File: src/rtl/imem_loader_if.sv
// rtl/imem_loader_if.sv - host byte stream and instruction memory write port bundle
interface imem_loader_if;
   logic [7:0]  in_byte;
   logic        in_valid;
   logic        in_ready;
   logic        mem_we;
   logic [31:0] mem_addr;
   logic [31:0] mem_wdata;

   // master: host byte source plus instruction memory; slave: the loader
   modport master (
      output in_byte, in_valid,
      input  in_ready,
      input  mem_we, mem_addr, mem_wdata
   );

   modport slave (
      input  in_byte, in_valid,
      output in_ready,
      output mem_we, mem_addr, mem_wdata
   );
endinterface

File: src/rtl/imem_loader.sv
// rtl/imem_loader.sv - byte stream to instruction memory loader holding the CPU while loading
// Optional CHECKSUM_EN: trailing XOR checksum byte checked before DONE.
module imem_loader #(
   parameter int          ADDR_W    = 8,
   parameter logic [31:0] BASE_ADDR = 32'h0000_0000
) (
   input  logic               clk,
   input  logic               reset,
   input  logic               start,
   imem_loader_if.slave       bus,
   output logic               cpu_hold,
   output logic               done,
   output logic               error,
   output logic [15:0]        words_loaded
);

`ifdef CHECKSUM_EN
   typedef enum logic [2:0] {
      S_IDLE, S_LEN_LO, S_LEN_HI, S_DATA, S_WRITE, S_DONE, S_ERR, S_CHK
   } state_t;
`else
   typedef enum logic [2:0] {
      S_IDLE, S_LEN_LO, S_LEN_HI, S_DATA, S_WRITE, S_DONE, S_ERR
   } state_t;
`endif

   localparam logic [16:0] MAX_WORDS = 17'(1) << ADDR_W;

   state_t      state, state_n;
   logic [15:0] len;
   logic [1:0]  byte_idx;
   logic [31:0] wdata;
   logic        in_ready_c;
   logic        mem_we_c;
   logic        xfer;
   logic [15:0] new_len;
   logic        len_bad;
   logic        session_start;
`ifdef CHECKSUM_EN
   logic [7:0]  csum;
`endif

   assign xfer          = bus.in_valid && in_ready_c;
   assign new_len       = {bus.in_byte, len[7:0]};
   assign len_bad       = (new_len == 16'd0) || ({1'b0, new_len} > MAX_WORDS);
   assign session_start = start && (state == S_IDLE || state == S_DONE || state == S_ERR);

   assign bus.in_ready  = in_ready_c;
   assign bus.mem_we    = mem_we_c;
   assign bus.mem_wdata = wdata;
   // Address follows the word count so it reads BASE_ADDR in reset and at session start
   assign bus.mem_addr  = BASE_ADDR + {14'd0, words_loaded, 2'b00};

   always_ff @(posedge clk or negedge reset) begin
      if (!reset) begin
         state <= S_IDLE;
      end else begin
         state <= state_n;
      end
   end

   always_comb begin
      state_n    = state;
      in_ready_c = 1'b0;
      mem_we_c   = 1'b0;
      cpu_hold   = 1'b0;
      done       = 1'b0;
      error      = 1'b0;
      case (state)
         S_IDLE: begin
            if (start) state_n = S_LEN_LO;
         end
         S_LEN_LO: begin
            in_ready_c = 1'b1;
            cpu_hold   = 1'b1;
            if (xfer) state_n = S_LEN_HI;
         end
         S_LEN_HI: begin
            in_ready_c = 1'b1;
            cpu_hold   = 1'b1;
            if (xfer) state_n = len_bad ? S_ERR : S_DATA;
         end
         S_DATA: begin
            in_ready_c = 1'b1;
            cpu_hold   = 1'b1;
            if (xfer && byte_idx == 2'd3) state_n = S_WRITE;
         end
         S_WRITE: begin
            mem_we_c = 1'b1;
            cpu_hold = 1'b1;
            if (words_loaded + 16'd1 == len) begin
`ifdef CHECKSUM_EN
               state_n = S_CHK;
`else
               state_n = S_DONE;
`endif
            end else begin
               state_n = S_DATA;
            end
         end
`ifdef CHECKSUM_EN
         S_CHK: begin
            in_ready_c = 1'b1;
            cpu_hold   = 1'b1;
            if (xfer) state_n = (bus.in_byte == csum) ? S_DONE : S_ERR;
         end
`endif
         S_DONE: begin
            done = 1'b1;
            if (start) state_n = S_LEN_LO;
         end
         S_ERR: begin
            error    = 1'b1;
            cpu_hold = 1'b1;
            if (start) state_n = S_LEN_LO;
         end
         default: state_n = S_IDLE;
      endcase
   end

   always_ff @(posedge clk or negedge reset) begin
      if (!reset) begin
         len          <= 16'd0;
         byte_idx     <= 2'd0;
         wdata        <= 32'd0;
         words_loaded <= 16'd0;
`ifdef CHECKSUM_EN
         csum         <= 8'd0;
`endif
      end else begin
         if (session_start) begin
            words_loaded <= 16'd0;
`ifdef CHECKSUM_EN
            csum         <= 8'd0;
`endif
         end
         case (state)
            S_LEN_LO: if (xfer) len[7:0] <= bus.in_byte;
            S_LEN_HI: begin
               if (xfer) begin
                  len[15:8] <= bus.in_byte;
                  byte_idx  <= 2'd0;
               end
            end
            S_DATA: begin
               // Every lane is overwritten once per word, so no clear between words
               if (xfer) begin
                  wdata[8*byte_idx +: 8] <= bus.in_byte;
                  byte_idx               <= byte_idx + 2'd1;
`ifdef CHECKSUM_EN
                  csum                   <= csum ^ bus.in_byte;
`endif
               end
            end
            S_WRITE: words_loaded <= words_loaded + 16'd1;
            default: ;
         endcase
      end
   end

endmodule

File: src/flat_wrapper.sv
// flat-port wrapper written by rule: the top's interface ports become plain ports
module imem_loader_flat 
#(
   parameter int          ADDR_W    = 8,
   parameter logic [31:0] BASE_ADDR = 32'h0000_0000
)
  (clk, reset, start, cpu_hold, done, error, words_loaded, bus_in_byte, bus_in_valid, bus_in_ready, bus_mem_we, bus_mem_addr, bus_mem_wdata);
  imem_loader_if bus_i ();
  input  logic clk;
  input  logic reset;
  input  logic start;
  output logic cpu_hold;
  output logic done;
  output logic error;
  output logic [15:0] words_loaded;
  input wire logic [$bits(bus_i.in_byte)-1:0] bus_in_byte;
  input wire logic [$bits(bus_i.in_valid)-1:0] bus_in_valid;
  output wire logic [$bits(bus_i.in_ready)-1:0] bus_in_ready;
  output wire logic [$bits(bus_i.mem_we)-1:0] bus_mem_we;
  output wire logic [$bits(bus_i.mem_addr)-1:0] bus_mem_addr;
  output wire logic [$bits(bus_i.mem_wdata)-1:0] bus_mem_wdata;
  assign bus_i.in_byte = bus_in_byte;
  assign bus_i.in_valid = bus_in_valid;
  assign bus_in_ready = bus_i.in_ready;
  assign bus_mem_we = bus_i.mem_we;
  assign bus_mem_addr = bus_i.mem_addr;
  assign bus_mem_wdata = bus_i.mem_wdata;
  imem_loader #(.ADDR_W(ADDR_W), .BASE_ADDR(BASE_ADDR)) u_core (.clk(clk), .reset(reset), .start(start), .bus(bus_i), .cpu_hold(cpu_hold), .done(done), .error(error), .words_loaded(words_loaded));
endmodule
File: config.mk
export PLATFORM = sky130hd
export DESIGN_NAME = imem_loader_flat
export DESIGN_NICKNAME = d
export VERILOG_FILES = /design/src/rtl/imem_loader_if.sv /design/src/rtl/imem_loader.sv /design/src/flat_wrapper.sv
export SDC_FILE = /design/constraint.sdc
export NUM_CORES = 1
export LEC_CHECK = 0
export ABC_AREA = 1
export CAP_MARGIN = 20
export CORE_MARGIN = 2
export CORE_UTILIZATION = 54
export DETAILED_ROUTE_END_ITERATION = 10
export HOLD_SLACK_MARGIN = 0.02
export PLACE_DENSITY = 0.95
export SLEW_MARGIN = 10
export SYNTH_ARGS = -nofsm -noshare
export SYNTH_HDL_FRONTEND = slang
export SYNTH_SLANG_ARGS = --single-unit
File: constraint.sdc
create_clock -name clk -period 2.9 [get_ports clk]
set_input_delay 0.87 -clock clk [delete_from_list [all_inputs] [get_ports clk]]
set_output_delay 0.87 -clock clk [all_outputs]
set_load 0.005 [all_outputs]
=== Word level (Yosys, flattened, before mapping) ===
Index checks and enable logic that the tools add are counted.
W data, S select, Z words.

* Add/sub/neg operators: 3
* Multiply operators: 0
* Divide/modulo/power cells: 0
* $lt $le $gt $ge: 1
* Equal/unequal tests: 13
* Shift-type cells: 2
* Multiplexer cells: 18
* Bitwise operators: 0
* Reduce and logical (&&, ||, !) cells: 18

{| class="wikitable"
|+ Operators with widths
! cell !! count
|-
| $neg A5 Y34 || 1
|-
| $shift A8 B34 Y32 const A || 1
|-
| $shiftx A8 B34 Y32 || 1
|-
| $bwmux W32 || 1
|-
| $mux W16 || 2
|-
| $mux W3 || 6
|-
| $add A16 B1 Y16 const B || 1
|-
| $eq A16 B16 Y1 || 1
|-
| $gt A16 B9 Y1 const B || 1
|-
| $logic_not A16 Y1 || 1
|-
| $pmux W3 S5 || 1
|-
| $ne A2 B1 Y1 const B || 5
|-
| $eq A3 B3 Y1 const B || 3
|-
| $eq A3 B2 Y1 const B || 2
|-
| $reduce_and A2 Y1 || 3
|-
| $reduce_or A3 Y1 || 2
|-
| $mux W1 || 5
|-
| $reduce_or A5 Y1 || 1
|-
| $mux W2 || 2
|-
| $pmux W2 S2 || 1
|-
| $reduce_and A4 Y1 || 1
|-
| $reduce_bool A2 Y1 || 2
|-
| $eq A3 B1 Y1 const B || 1
|-
| $logic_and A1 B1 Y1 || 3
|-
| other kinds (5) || 7
|}

* Register bits after elaboration: 69
* Latch bits: 0
* RAM bits: 0
* Memory bits (read-only): 0
* Bits of input ports: 12
* Output and inout bits: 85
* Logic and storage cells: 61
* Memories: 0

=== Logic depth before layout (Yosys ltp) ===
* Depth in word-level cells: 7
* Mapped depth: 16
* Mapped depth without buffers: 16

=== Least setup slack after synthesis ===
OpenSTA, ideal clock, no wires.

* Path type: register -> register
* Start: register u_core.words_loaded[0]
* End: register u_core.state[1]
* Setup time: 0.116 ns
* Arrival time: 1.703 ns
* Required time: 2.784 ns
* Path slack: 1.081 ns
* Stages on the path, launching flop included: 17
* Buffers on the path: 0
* Period minus slack after synthesis: 1.819 ns
* Cells stage by stage: dfrtp_1 ha_1 nand2_1 nor2_4 nand2_2 nand2_2 nand2_1 nand2_1 nand2_1 nor2_2 nand3_2 nor2_2 nand2_1 nand2_1 nand2_1 nand2_1 nand2_1

* Longest elaborated chain between the ends: 4

{| class="wikitable"
|+ RTL lines
! item !! line !! source
|-
| start, declared || imem_loader.sv:14 || <nowiki>output logic [15:0] words_loaded</nowiki>
|-
| start signal, assigned || imem_loader.sv:155 || <nowiki>S_WRITE: words_loaded <= words_loaded + 16'd1;</nowiki>
|-
| $add A16 B1 Y16 || imem_loader.sv:91 || <nowiki>if (words_loaded + 16'd1 == len) begin</nowiki>
|-
| $eq A16 B16 Y1 || imem_loader.sv:91 ||
|-
| $mux W3 || imem_loader.sv:91 ||
|-
| $pmux W3 S5 || imem_loader.sv:69 || <nowiki>case (state)</nowiki>
|-
| end signal, assigned || imem_loader.sv:58 || <nowiki>state <= state_n;</nowiki>
|-
| end, declared || imem_loader.sv:29 || <nowiki>state_t state, state_n;</nowiki>
|}

No other way between the ends.
A chain may end at the register's enable or synchronous reset.

=== Worst setup path after layout ===
* Start: register u_core.state[0]
* End: output bus_mem_we

* Longest elaborated chain between the ends: 2

{| class="wikitable"
|+ RTL lines
! item !! line !! source
|-
| $eq A3 B3 Y1 || imem_loader.sv:69 ||
|-
| $mux W1 || imem_loader.sv:69 ||
|-
| end, declared || flat_wrapper.sv:19 || <nowiki>output wire logic [$bits(bus_i.mem_we)-1:0] bus_mem_we;</nowiki>
|}

No other way between the ends.

==> flow_metrics.tcl <==
set metrics [dict create \
    first_iter_violations 333 \
    grt_usage_pct 26.1 \
    worstMarginPinSlew_ns 0.664 \
    fp.dieH_um 90.4 \
    vias 3836 \
    holdBufCountCts 0 \
    io_pins 97 \
    ctsResizeCount 0 \
    yosysSeqAreaShare_pct 42.8 \
    hold_path_class "primary input to asynchronous set/reset pin" \
    worst-r2r-cell-count 6 \
    coreArea_mm2 0.00725 \
    status "finished, final reports clean" \
    cap_viol_max_count 0 \
    routed_wl_mm 10.3 \
    port_buffers 80 \
    cts_tree "done" \
    finalSetupViolations 0 \
    crit_type "register to output port" \
    diodes 0 \
    wl_per_cell_um 14.8 \
    dieWidth_um 90.4 \
    crit_required_ns 2.03 \
    grt_pass1_vias 3736 \
    r2r_end "u_core.bus.mem_wdata[12]" \
    setup-tns-final_ns 0 \
    multiInputGateArea_mm2 0.00183 \
    critical_path_arrival_ns 1.83 \
    row_count 31 \
    power_density_mw_per_mm2 761 \
    grt_max_degree 70 \
    numCtsBuffers 9 \
    ys.flop_type "dfrtp_1" \
    first_pass_iters 5 \
    drive_above_1_share_pct 8.22 \
    drc 0 \
    cts_max_level 3 \
    reg2reg_from "u_core.byte_idx[0]" \
    syn_avg_cell_area_um2 7.70 \
    ys_types 33 \
    clk_pin_slew_worst_paths_ns 0.08 \
    overflow 0 \
    rsz0062_at_grt "no" \
    rrSetupSlack_ns 0.57 \
    yosys_warnings 0 \
    synth_cells 524 \
    cts-root-buf "clkbuf_8" \
    fin_ws_ns 0.201 \
    finalCriticalPeriod_ns 2.70 \
    synth-edff-count 0 \
    place_hpwl_mm 7.40 \
    antenna_found_initial 0 \
    synth_top_area_cell "dfrtp_1" \
    synthTopCellsByCount "127 x nand2_1, 69 x dfrtp_1, 59 x inv_1, 57 x o21ai_0, 53 x nand3_1" \
    drt-vias-per-instance 5.52 \
    finalClockSkew_ns 0.00732 \
    p_leak_uw 0.00236 \
    nNetsFinal 609 \
    ant_nets 0 \
    max_freq_ghz 0.370 \
    yosys-top-cells-area "dfrtp_1 43%, nand2_1 12%, o21ai_0 7.1%" \
    power_uw 3790 \
    postSynth.asyncResetShare_pct 100 \
    pre_cts_slack_ns 0.321 \
    grt_pass1_wl_mm 17.2 \
    gp_congestion 0.938 \
    synth_top_area_share_pct 42.8 \
    seq_area_mm2 0.00173 \
    n_fill_cell 548 \
    finalCritPeriodShare_pct 93.1 \
    initial_core_util_pct 55.6 \
    worstSetupStartpointType "register" \
    postCtsSetupRepairBufs 0 \
    synthToLayoutAreaGrowth_pct 23.3 \
    maxSlewHeadroom_pct 55.5 \
    cp_max_fo 4 \
    post-synth-top-count-cell "nand2_1" \
    endpoint_kind "output port" \
    syn_area_mm2 0.00404 \
    report.final.slew_viol_count 0 \
    irDropWorstVdd_uv 363 \
    hold_viol 0 \
    cts.path.max_buffers 2 \
    tritoncts_num_sinks 69 \
    synth-seq-cells 69 \
    dieArea_mm2 0.00818 \
    clkLatencyLatePin_ns 0.36 \
]
## per-stage QoR
stage                     hold slack [ns]  cells  utilization (%)  area, µm²
after floorplan                     0.453    539                -       4090
after global placement              0.472    679             65.5       4750
after detailed placement            0.498    679             65.5       4750
after CTS                           0.519    695             68.6       4980
after global routing                0.547    695             68.6       4980
final                               0.512    695             68.6       4980
## worst max-delay path by stage
stage                                start                        to
global placement              bus_in_valid  u_core.bus.mem_wdata[29]
finish                     u_core.state[0]                bus_mem_we
floorplan           u_core.words_loaded[0]           u_core.state[1]
detailed placement            bus_in_valid   u_core.bus.mem_wdata[5]
CTS                        u_core.state[0]                bus_mem_we
global route               u_core.state[0]                bus_mem_we
## cell type report
cell class                      count  area share [%]
Clock buffer                       10            2.77
Inverter                           63            4.78
Clock inverter                      6            1.73
Tap cell                           99            2.49
Timing Repair Buffer               84            16.8
Multi-Input combinational cell    364            36.7
Sequential cell                    69            34.7
## metal layers
layer	vias to the layer above	wire, µm	GRT usage, %	share of wire, %
li1	1806	-	-	-
met1	1816	4090	32.3	40
met2	188	5130	44.4	50
met3	26	800	5.43	7.8
met4	0	240	11.4	2.3
met5	-	0	0	0
## critical path: stages (launching register included)
cell and delay, ns:
dfrtp_1 0.41, inv_1 0.11, nand2_1 0.10, nor2_1 0.28, clkdlybuf4s50_1 0.57
## flip-flops by register name, indices dropped and copies added (netlist names)
signal                cells
u_core.bus.mem_wdata     32
u_core.len               16
u_core.words_loaded      16
u_core.state              3
u_core.byte_idx           2
## placed cells by master, fill, tap and decap left out, types with 2 or more instances in the layout
master	Yosys	final
nand2_1	127	127
clkdlybuf4s50_1	0	79
dfrtp_1	69	69
inv_1	59	59
o21ai_0	57	57
nand3_1	53	53
nor2_1	28	28
nand4_1	18	18
conb_1	1	16
nor3_1	10	10
clkbuf_8	0	10
o22ai_1	9	9
nor2_4	7	7
nor2_2	6	6
mux2_2	6	6
ha_1	6	6
o21ai_1	3	3
nand2_2	3	3
clkinv_2	1	3
xor2_1	3	3
buf_4	35	3
inv_2	2	2
nand3b_1	2	2
o211ai_1	2	2
a21oi_1	2	2
bufinv_16	0	2
## logic make-up after synthesis
family,share of synthesized area (%)
compound gates,9.77
xor+xnor,0.868
fa+ha+maj,1.86
buf+inv,13.4
flops,42.8
mux,1.67
other cells,0.0929
simple gates,29.6
## report_power, final
| part | internal (µW) | switching, µW | total, µW |
|---|---|---|---|
| Combinational | 604 | 879 | 1480 |
| Clock | 506 | 390 | 896 |
| Sequential | 1180 | 227 | 1410 |
| Total | 2290 | 1500 | 3790 |
Power figures use the tool's default switching activity.
